## config.mk

```make
export PLATFORM = sky130hd
export DESIGN_NAME = aes_block_packer
export DESIGN_NICKNAME = d
export VERILOG_FILES = /design/src/rtl/aes_block_packer.sv
export SDC_FILE = /design/constraint.sdc
export NUM_CORES = 1
export LEC_CHECK = 0
export ABC_AREA = 1
export BUFFER_PORTS_ARGS = -buffer_cell sky130_fd_sc_hd__buf_2
export CORE_AREA = 2 2 144 146
export DETAILED_ROUTE_END_ITERATION = 7
export DIE_AREA = 0 0 146 148
export PLACE_DENSITY = 0.51
export SYNTH_ARGS = -nofsm -noshare
export SYNTH_HDL_FRONTEND = slang
export SYNTH_SLANG_ARGS = --single-unit
```

## constraint.sdc

```tcl
create_clock -name clk -period 1.7 [get_ports clk]
set_clock_uncertainty 0.2 [all_clocks]
set_input_delay 0.255 -clock clk [delete_from_list [all_inputs] [get_ports clk]]
set_output_delay 0.255 -clock clk [all_outputs]
set_load 0.01 [all_outputs]
```

## src/rtl/aes_block_packer.sv

```systemverilog
// Packs a plaintext byte stream into 128-bit AES blocks and hands each one to aes_uart.
// A message end is padded with PKCS#7 (or zero-filled); a full final block is followed by an all-0x10 block.
module aes_block_packer #(
    parameter logic PAD_EN = 1'b1
) (
    input  logic         clk,
    input  logic         reset,
    input  logic [7:0]   s_data,
    input  logic         s_valid,
    input  logic         s_last,
    output logic         s_ready,
    output logic [127:0] blk_data,
    output logic         en_tx,
    input  logic         u_tx_done,
    output logic         pad_blk,
    output logic [15:0]  blk_count
);

    typedef enum logic [1:0] {FILL, PAD, SEND} state_e;

    state_e         state_q, state_d;
    logic [127:0]   data_q, data_d;
    logic [3:0]     idx_q, idx_d;
    logic           pad_q, pad_d;
    logic           xtra_q, xtra_d;
    logic [15:0]    cnt_q, cnt_d;

    logic [4:0]     pad_n;
    logic [7:0]     pad_byte;

    // In PAD, idx_q holds the number of data bytes n; n=0 yields the all-0x10 extra block.
    assign pad_n    = 5'd16 - {1'b0, idx_q};
    assign pad_byte = PAD_EN ? {3'b000, pad_n} : 8'h00;

    assign s_ready   = (state_q == FILL);
    assign en_tx     = (state_q == SEND);
    assign blk_data  = data_q;
    assign pad_blk   = pad_q;
    assign blk_count = cnt_q;

    always_comb begin
        state_d = state_q;
        data_d  = data_q;
        idx_d   = idx_q;
        pad_d   = pad_q;
        xtra_d  = xtra_q;
        cnt_d   = cnt_q;
        case (state_q)
            FILL: begin
                if (s_valid) begin
                    for (int i = 0; i < 16; i++) begin
                        if (i[3:0] == idx_q) data_d[8*(15-i) +: 8] = s_data;
                    end
                    idx_d = idx_q + 4'd1;
                    if (idx_q == 4'd15) begin
                        state_d = SEND;
                        if (s_last) xtra_d = PAD_EN;
                    end else if (s_last) begin
                        state_d = PAD;
                    end
                end
            end
            PAD: begin
                for (int i = 0; i < 16; i++) begin
                    if (i[3:0] >= idx_q) data_d[8*(15-i) +: 8] = pad_byte;
                end
                pad_d   = 1'b1;
                state_d = SEND;
            end
            SEND: begin
                if (u_tx_done) begin
                    cnt_d   = cnt_q + 16'd1;
                    idx_d   = 4'd0;
                    pad_d   = 1'b0;
                    xtra_d  = 1'b0;
                    // The extra block is built by PAD with n=0, which also gives en_tx its low cycle.
                    state_d = xtra_q ? PAD : FILL;
                end
            end
            default: state_d = FILL;
        endcase
    end

    always_ff @(posedge clk or negedge reset) begin
        if (!reset) begin
            state_q <= FILL;
            data_q  <= '0;
            idx_q   <= '0;
            pad_q   <= 1'b0;
            xtra_q  <= 1'b0;
            cnt_q   <= '0;
        end else begin
            state_q <= state_d;
            data_q  <= data_d;
            idx_q   <= idx_d;
            pad_q   <= pad_d;
            xtra_q  <= xtra_d;
            cnt_q   <= cnt_d;
        end
    end

endmodule

```

==> results by group <==
Worst setup path
  • R2R Path Start: state_q[0]$_DFFE_PN0P_
  • Kind of launch point of the worst setup path: flip-flop
  • CP Buf/Inv Count: 2
  • Most frequent cell on the critical path: buf_6
  • Reg2reg path depth: 8
  • WS Path Type: flip-flop to primary output
  • Critical Path RT: around 1.2 ns
  • Crit path launch: state_q[0]$_DFFE_PN0P_
  • CP delay by family, top: flip-flops
  • CP peak stage delay: 0.45 ns
  • Worst reg2reg setup slack: -0.03 ns
  • CP arrival: about 1.3 ns
  • Worst r2r dst: blk_data[27]$_DFFE_PN0P_
  • Cell count along the critical path: 3
  • Setup crit end: s_ready
  • Max stage delay cell, worst path: dfrtp_2
  • Worst-path cell chain: nor2_4 > buf_6 > buf_6
  • Crit. End Element: primary output
  • Critical Path Fanout Max: 5

Logic synthesis
  • Yosys warns: 0
  • Synthesized Nets: 759
  • Syn_area_per_cell: 8.77 sq um
  • Post-Syn Area: roughly 6500 sq um
  • Cells after Synth: 740
  • Synth cell types: 27
  • Sequential fraction of the synthesis area: a little under 60%
  • #FFs+latches synth: around 150

Power and ir drop
  • Int Power: 13200 uW
  • Sw Pwr: approximately 10000 uW
  • PwrDens: 2260 nW/um^2
  • Power Total: 23000 uW
  • Switching Share: 42.7%
  • Logic pwr share: between 50% and 60%
  • Peak supply drop: between 1 and 1.5 mV
  • Power share of the clock group: 16.2%
  • Leakage: between 0.005 and 0.006 uW
  • Register share of total power: between 20% and 30%

Routing
  • DRC violations left: 0
  • Met2 wire len: 9.98 mm
  • Met3 wire len: approximately 850 microns
  • Routed vias/inst: roughly 4.5
  • WL per Instance: roughly 16 microns
  • Vias: around 5.8k
  • DRT Pass-1 Iters: 4
  • Antenna-violating nets left: 0
  • Uppermost routed layer: met4
  • Final wirelength: just over 20 mm
  • Initial drt markers: approximately 210
  • WL met1: 9.48 mm

Finish
  • Multi-input logic area: ~3000 sq um
  • Reg area: 3810 sq um
  • Core Util, Final: between 50% and 60%
  • Synth-to-Final Area Change: 56.6%
  • Total Nets Final: 1029
  • Final Non-Filler Cells: approximately 1.3k
  • Fillers: a little under 2k
  • Share of cells above drive strength 1: a little under half

Timing
  • Fmax achieved: approximately 580 MHz
  • Final hold vios: 0
  • Fin Hold WS: 0.0822 ns
  • Final WS setup: -0.0276 ns
  • Pins Over Slew Limit: 0
  • Worst slew pin tran: 0.323 ns
  • Slew HR: 78.5%
  • Setup Viol. Count Final: 26
  • Final worst-path cycle share: 102%
  • RSZ-0062 raised after global routing: yes
  • Fin crit period: 1.73 ns

Clocking
  • Clock buffer depth: 2
  • CTS Buf Count: 17
  • Root buffer cell: clkbuf_16
  • Worst skew pair latency: approximately 0.42 ns
  • Clk slew on worst S/H paths: ~0.060 ns
  • CTS sink count: around 150
  • CTS H-tree lvls: 4
  • CTS tree: yes

Die
  • Initial core utilization: 32.4%
  • Die Area: ~22000 sq um
  • I/O pin count: 160
  • Row count: 52
  • Die height: 148 microns
  • CORE AREA: roughly 20000 sq um
  • Die width: between 100 and 150 microns

Global routing
  • Initial antenna violation count: 1
  • Number of global-route vias before repair: approximately 5.5k
  • Global-route wire length before repair: slightly above 30 mm
  • Total track usage: roughly 18%
  • Largest net degree at the start of global routing: 60
  • Remaining Overflow, GRT: 0

Run status
  • Status: finished with violations
  • Failing checks: setup timing

Placed design
  • DP Cell Count: roughly 1.2k
  • I/O Buffers: about 160
  • Post-DP HPWL: about 14 mm
  • Pre-CTS setup slack: -0.117 ns
  • Placer congestion estimate: between 0.8 and 0.9

Run
  • Max cap viols: 0

Hold path
  • Worst min path class: input pin to asynchronous set/reset pin
==> cell usage in the layout (no fill, tap or decap), types with 5 or more instances in the layout <==
cell and instances:
a21oi_1 5, buf_12 17, buf_2 156, buf_4 63, buf_6 28, clkbuf_16 24, dfrtp_1 147, dfrtp_2 5
inv_1 31, inv_2 8, inv_4 8, inv_6 5, nand2_1 254, nand2_2 54, nand2_4 17, nand3_1 10
nand3_2 21, nand3_4 5, nand4_1 5, nor2_1 23, nor2_4 11, o21ai_0 7, o21ai_1 35, o21ai_2 28
o21ai_4 7, xnor2_1 5, xor2_1 6
==> worst min path at each step <==
stage,start,to,cells past startpoint
4_1_cts,reset,blk_data[115]$_DFFE_PN0P_,2
5_1_grt,reset,blk_data[115]$_DFFE_PN0P_,2
3_3_place_gp,reset,blk_data[115]$_DFFE_PN0P_,1
3_5_place_dp,reset,blk_data[115]$_DFFE_PN0P_,1
2_1_floorplan,reset,blk_count[0]$_DFFE_PN0P_,0
6_report,reset,blk_data[118]$_DFFE_PN0P_,2
==> cell families after synthesis <==
family	Yosys count	synth area share, %
AND/OR/NAND/NOR	407	25.9
flip-flops	152	58.6
AO/OA/AOI/OAI	86	7.19
buffers and inverters	77	5.55
XOR/XNOR	12	1.62
adder cells (fa/ha/maj)	6	1.16
==> cells in the mapped netlist (all sizes together) <==
library cell	count	area share [%]
nand3	36	3.1
nand2	326	19
xnor2	5	0.67
buf	25	2.5
inv	50	2.9
clkbuf	2	0.12
nand4	5	0.48
a21oi	8	0.85
nand3b	2	0.23
xor2	7	0.94
dfrtp	152	59
ha	6	1.2
a211oi	1	0.12
nor2	38	2.7
o21ai	77	6.2
==> state kept, by name (all words and copies together) (netlist names) <==
signal and flops:
state_q 2, xtra_q 1, idx_q 4, blk_data 128, blk_count 16, pad_blk 1
==> layer usage <==
layer | GRT usage (%) | vias to the layer above
met4 | 4.37 | 0
met1 | 25.0 | 2779
li1 | - | 2892
met2 | 30.2 | 138
met5 | 0 | -
met3 | 3.83 | 18
==> worst reg2reg max path, delay by kind of cell (launching register included) <==
| family | cells | cell delay, ns |
|---|---|---|
| flip-flops | 1 | 0.43 |
| AND/OR/NAND/NOR | 5 | 0.67 |
| buffers and inverters | 3 | 0.37 |
==> cell type report <==
type,count,share of cell area (%)
Sequential cell,152,37.5
Multi-Input combinational cell,512,30.0
Timing Repair Buffer,277,21.2
Clock buffer,18,4.32
Tap cell,270,3.32
Inverter,50,2.29
Clock inverter,14,1.35
Antenna cell,1,0.0246
==> power groups by stage <==
stage,Clock (uW),Sequential (uW),Combinational [uW]
floorplan,0,6820,4410
global placement,0,6250,9680
detailed placement,0,6230,9800
CTS,3820,6210,10300
global route,3990,6470,14200
finish,3740,6290,13000
==> per-stage QoR <==
step,area [sq um],setup TNS [ns]
after floorplan,6490,0
after global placement,8300,-0.923
after detailed placement,8300,-1.77
after CTS,9100,-0.193
after global routing,10200,-4.53
final,10200,-0.279
==> what timing repair did <==
item | in CTS | in global routing
setup endpoints to repair | 60 | 137
hold buffers | 3 | 0
gates cloned | 2 | 8
hold endpoints to repair | 154 | 0
pin swaps | 8 | 52
buffers inserted | 8 | 8
gates resized for setup | 30 | 238
(Power assumes the default switching activity.)
